**src/rtl/scan_seq_pkg.sv**
```systemverilog
// scan_seq_pkg: shared states, channel constants and next-channel lookup for the scan sequencer
package scan_seq_pkg;
  localparam int NUM_CH = 8;
  localparam int CH_W = 3;
  typedef enum logic [1:0] {IDLE, DWELL, GAP} state_t;
  typedef struct packed {
    logic [CH_W-1:0] nxt;
    logic last;
  } ch_step_t;
  function automatic ch_step_t next_ch(input logic [CH_W-1:0] cur, input logic [NUM_CH-1:0] mask);
    ch_step_t r;
    r.nxt = '0;
    r.last = 1'b1;
    for (int i = NUM_CH - 1; i >= 0; i--)
      if (!mask[i]) r.nxt = CH_W'(i);
    for (int i = NUM_CH - 1; i >= 0; i--)
      if (!mask[i] && CH_W'(i) > cur) begin
        r.nxt = CH_W'(i);
        r.last = 1'b0;
      end
    return r;
  endfunction
endpackage

```
**src/rtl/scan_select_seq_timer.sv**
```systemverilog
// dwell_timer: loadable down-counter that holds at zero, shared by dwell and gap timing
module dwell_timer #(
  parameter int W = 8
) (
  input  logic         clk,
  input  logic         rst,
  input  logic         load,
  input  logic [W-1:0] val,
  input  logic         en,
  output logic         zero
);
  logic [W-1:0] cnt;
  always_ff @(posedge clk)
    cnt <= rst ? '0 : load ? val : (en && cnt != '0) ? cnt - 1'b1 : cnt;
  assign zero = cnt == '0;
endmodule

```
**src/rtl/scan_select_seq.sv**
```systemverilog
// scan_select_seq: 3-to-8 decoder select/enable sequencer with dwell, break-before-make gap, loop mode and optional SCAN_SKIP_EN skip mask
module scan_select_seq
  import scan_seq_pkg::*;
#(
  parameter int DWELL_W = 8,
  parameter int GAP_CYC = 1
) (
  input  logic               clk,
  input  logic               rst,
  input  logic               start,
  input  logic               stop,
  input  logic               loop_mode,
  input  logic [DWELL_W-1:0] dwell,
  output logic               sel_a,
  output logic               sel_b,
  output logic               sel_c,
  output logic               sel_en,
  output logic               busy,
  output logic               done,
  output logic               wrap
`ifdef SCAN_SKIP_EN
  ,
  input  logic [NUM_CH-1:0]  skip_mask
`endif
);
  localparam logic [DWELL_W-1:0] GAP_VAL = DWELL_W'(GAP_CYC > 0 ? GAP_CYC - 1 : 0);
  state_t state, state_n;
  logic [CH_W-1:0] ch, ch_n;
  logic [DWELL_W-1:0] d_q, d_n, d_in, tval;
  logic [NUM_CH-1:0] mask_q, mask_n, mask_in;
  logic loop_q, loop_n, en_n, done_n, wrap_n, tload, zero;
  ch_step_t step, first;
`ifdef SCAN_SKIP_EN
  assign mask_in = skip_mask;
`else
  assign mask_in = '0;
`endif
  assign d_in = dwell == '0 ? DWELL_W'(1) : dwell;
  assign {sel_a, sel_b, sel_c} = ch;
  dwell_timer #(.W(DWELL_W)) u_timer (
    .clk (clk),
    .rst (rst),
    .load(tload),
    .val (tval),
    .en  (state != IDLE),
    .zero(zero)
  );
  always_comb begin
    step = next_ch(ch, mask_q);
    first = next_ch(CH_W'(NUM_CH - 1), mask_in);
    state_n = state;
    ch_n = ch;
    en_n = sel_en;
    done_n = 1'b0;
    wrap_n = 1'b0;
    d_n = d_q;
    loop_n = loop_q;
    mask_n = mask_q;
    tload = 1'b0;
    tval = d_q - 1'b1;
    case (state)
      IDLE:
        if (start && !stop) begin
          d_n = d_in;
          loop_n = loop_mode;
          mask_n = mask_in;
          done_n = &mask_in;
          if (!(&mask_in)) begin
            state_n = DWELL;
            ch_n = first.nxt;
            en_n = 1'b1;
            tload = 1'b1;
            tval = d_in - 1'b1;
          end
        end
      DWELL:
        if (zero) begin
          if (step.last && !loop_q) begin
            state_n = IDLE;
            en_n = 1'b0;
            done_n = 1'b1;
          end else if (GAP_CYC > 0) begin
            state_n = GAP;
            en_n = 1'b0;
            tload = 1'b1;
            tval = GAP_VAL;
          end else begin
            ch_n = step.nxt;
            tload = 1'b1;
            wrap_n = step.last;
          end
        end
      GAP:
        if (zero) begin
          state_n = DWELL;
          ch_n = step.nxt;
          en_n = 1'b1;
          tload = 1'b1;
          wrap_n = step.last;
        end
      default: state_n = IDLE;
    endcase
    if (stop) begin
      state_n = IDLE;
      en_n = 1'b0;
      done_n = 1'b0;
      wrap_n = 1'b0;
      tload = 1'b0;
    end
  end
  always_ff @(posedge clk)
    if (rst) begin
      state <= IDLE;
      ch <= '0;
      sel_en <= 1'b0;
      busy <= 1'b0;
      done <= 1'b0;
      wrap <= 1'b0;
      d_q <= '0;
      loop_q <= 1'b0;
      mask_q <= '0;
    end else begin
      state <= state_n;
      ch <= ch_n;
      sel_en <= en_n;
      busy <= state_n != IDLE;
      done <= done_n;
      wrap <= wrap_n;
      d_q <= d_n;
      loop_q <= loop_n;
      mask_q <= mask_n;
    end
endmodule

```
**config.mk**
```make
export PLATFORM = sky130hd
export DESIGN_NAME = scan_select_seq
export DESIGN_NICKNAME = d
export VERILOG_FILES = /design/src/rtl/scan_seq_pkg.sv /design/src/rtl/scan_select_seq_timer.sv /design/src/rtl/scan_select_seq.sv
export SDC_FILE = /design/constraint.sdc
export NUM_CORES = 1
export LEC_CHECK = 0
export CORE_MARGIN = 3
export CORE_UTILIZATION = 30
export DETAILED_ROUTE_END_ITERATION = 10
export PLACE_DENSITY_LB_ADDON = 0.25
export SETUP_SLACK_MARGIN = 0.5
export SYNTH_ARGS = -nofsm -noshare
export SYNTH_HDL_FRONTEND = slang
export SYNTH_SLANG_ARGS = --single-unit
```
**constraint.sdc**
```tcl
create_clock -name clk -period 2.4 [get_ports clk]
set_input_delay 0.24 -clock clk [delete_from_list [all_inputs] [get_ports clk]]
set_output_delay 0.24 -clock clk [all_outputs]
set_load 0.05 [all_outputs]
```
==> results.md <==
- Via count: approximately 1700
- Vias per inst: roughly 5.1
- Top post-synthesis cells by count: 29 x nand2_1, 26 x dfxtp_1, 22 x a21oi_1, 14 x nor2_1
- Max Cap Viol: 0
- Tot GR Track Use: 0.150
- Critical Path AT: 2060 ps
- Crit share post-route: 0.788
- Die Footprint: roughly 6300 um^2
- Initial antenna violation count: 0
- Routed Antenna Nets: 0
- Pin count of the biggest net entering global routing: 20
- Tmin final: around 1900 ps
- Worst Hold Class: register to register
- Top_reg_cell synth: dfxtp_1
- DRC Markers: 0
- Final Hold Vio Count: 0
- Crit path to: u_timer.cnt[4]
- Warnings from Yosys: 0
- Leak: 0.884 nW
- Reg-to-reg slack, setup: 510 ps
- Placed Instances: 308
- GP Congestion: just under 0.8
- Outcome: finished clean
- Worst slew margin: 0.666
- Std cell rows: 26
- Antenna diodes: 0
- Total global routing overflow: 0
- Placed Area: just over 2000 um^2
- Ys async rst share: 0
- Worst IR Drop VDD: between 0.0002 and 0.0003 V
- Drt total wl: between 4 and 5 mm
- Most common cell in the netlist: nand2_1
- Total CTS buffers: 3
- CTS HTree Levels: 1
- Cell taking the most area after synthesis: dfxtp_1
- Hpwl dp: about 3.2 mm
- Finished Cell Area: 2380 um^2
- Post-synthesis register bit count: 26
- Die extent in y: between 70 and 80 um
- Pwr per Cell Area: about 500 nW/um^2
- Layout Area Growth over Synthesis: 47.0%
- Max clock buf depth: 2
- Synth cell types: between 40 and 50
- Final setup violation count: 0
- Worst setup startpoint: dwell[7]
- Clk_lat worst skew: ~280 ps
- RSZ-0062 raised after global routing: true
- DR WL/cell: ~14 um
- Sequential fraction of the synthesis area: 0.322
- Mapped Area: around 1600 um^2
- WHS: 470 ps
- Syn Area/Cell: roughly 8 um^2
- Layout cell share with drive strength beyond 1: 0.342
- Max Slew Vio Count: 0
- CP Launch Type: primary input
- Reg2reg end: u_timer.cnt[3]
- Reg2reg start: u_timer.cnt[5]
- Core area: a little over 5000 um^2
- Clock root buffer: clkbuf_8
- Clock sinks: 26
- Worst Reg2Reg Path Length in Cells: 6
- Starting DRT DRC Count: between 70 and 80
- Clk pin slew, worst setup/hold paths: 90 ps
- CTS tree: yes
- CP Max Fanout: 2
- EDFF count, synth: 0
- Crit. End Element: register
- Nets: about 280
- Area of the multi-input gates: around 1200 um^2
- Syn_nets: 220
- PortBufs: 19
- Worst path required time: 2560 ps
- First-pass GRT wire length: between 7 and 8 mm
- Fill cells: about 500
- Die X: ~79 um
- Final Non-Filler Cells: between 300 and 400
- Slew @ Worst Pin: 500 ps
- Mapped Cells: between 200 and 250
- Clock Skew: about 1.6 ps
- Max Fclk: approximately 0.53 GHz
- I/O pins: 20
- Reg area: 528 um^2
- Total Power: 1.20 mW
- Initial Util: 0.313
- Hold buffer count at CTS: 0
- CP Class: primary input to register
- Synth top area share: 0.322
- Vias in the first global route: ~1600
- Top post-synthesis cells by area: dfxtp_1 32%, a21oi_1 6.8%, nand2_1 6.7%, a211oi_1 4.6%, xnor2_1 3.8%
- Drt first pass iters: 4
-- state kept, by name (all words and copies together), names as in the netlist --
name and flops:
d_q 8, sel_en 1, u_timer.cnt 8, state 2
done 1, busy 1, loop_q 1, ch 3
wrap 1
-- worst min path at each step --
stage / start / end / slack (ps) / cells after the start
2_1_floorplan: loop_mode / loop_q / 380 / 2
3_3_place_gp: d_q[7] / d_q[7] / 470 / 2
3_5_place_dp: d_q[7] / d_q[7] / 460 / 2
4_1_cts: d_q[7] / d_q[7] / 470 / 2
5_1_grt: d_q[7] / d_q[7] / 510 / 2
6_report: d_q[7] / d_q[7] / 470 / 2
-- stage by stage --
stage	setup WS (ps)	util	setup TNS, ps
after floorplan	478	-	0
after global placement	-68.0	0.394	-91.7
after detailed placement	-84.1	0.394	-116
after CTS	451	0.440	0
after global routing	393	0.460	0
final	508	0.460	0
-- critical path, stage by stage --
cell and delay (ps):
clkdlybuf4s50_1 470, inv_1 70, a31oi_2 170, ha_2 220, nor3b_4 240, buf_4 160
xnor2_1 120, nor2_1 60, a211oi_1 230, a211oi_1 70
-- logic make-up (layout without fill, tap and decap cells) --
group,Yosys count,in the layout,share of synthesized area
AND/OR/NAND/NOR,81,81,0.258
adder cells (fa/ha/maj),4,4,0.0309
buffers and inverters,17,70,0.0464
XOR/XNOR,13,13,0.0704
flip-flops,26,26,0.322
AO/OA/AOI/OAI,61,62,0.267
multiplexers,1,1,0.00619
-- cell usage in the layout, fill, tap and decap left out, types with 7 or more instances in the layout --
| cell type | instances |
|---|---|
| a211oi_2 | 8 |
| clkdlybuf4s50_1 | 12 |
| a21oi_1 | 18 |
| buf_4 | 35 |
| dfxtp_1 | 20 |
| nor2_1 | 14 |
| xnor2_1 | 7 |
| dlygate4sd2_1 | 7 |
| inv_1 | 8 |
| nand2_1 | 29 |
-- power by group --
group | switching [mW] | total, mW | internal (mW)
combinational | 0.215 | 0.412 | 0.197
sequential | 0.0286 | 0.487 | 0.459
clock | 0.148 | 0.296 | 0.147
total | 0.392 | 1.20 | 0.803
-- routing by layer --
| layer | GRT usage | share of wire |
|---|---|---|
| met5 | 0 | 0 |
| met2 | 0.252 | 0.47 |
| met4 | 0.0258 | 0.0068 |
| met1 | 0.199 | 0.49 |
| met3 | 0.0327 | 0.041 |
-- final cells by class --
type,instances,share of cell area
Clock buffer,4,0.0231
Multi-Input combinational cell,161,0.506
Tap cell,70,0.0368
Timing Repair Buffer,56,0.196
Inverter,10,0.0158
Sequential cell,26,0.222
-- what timing repair did --
item	4_1_cts	5_1_grt
setup buffers	10	4
cloned	1	0
gates resized for setup	32	18
endpoints found under the hold margin	0	0
endpoints found under the setup margin	9	9
pin swaps	15	13
Power figures use the tool's default switching activity.
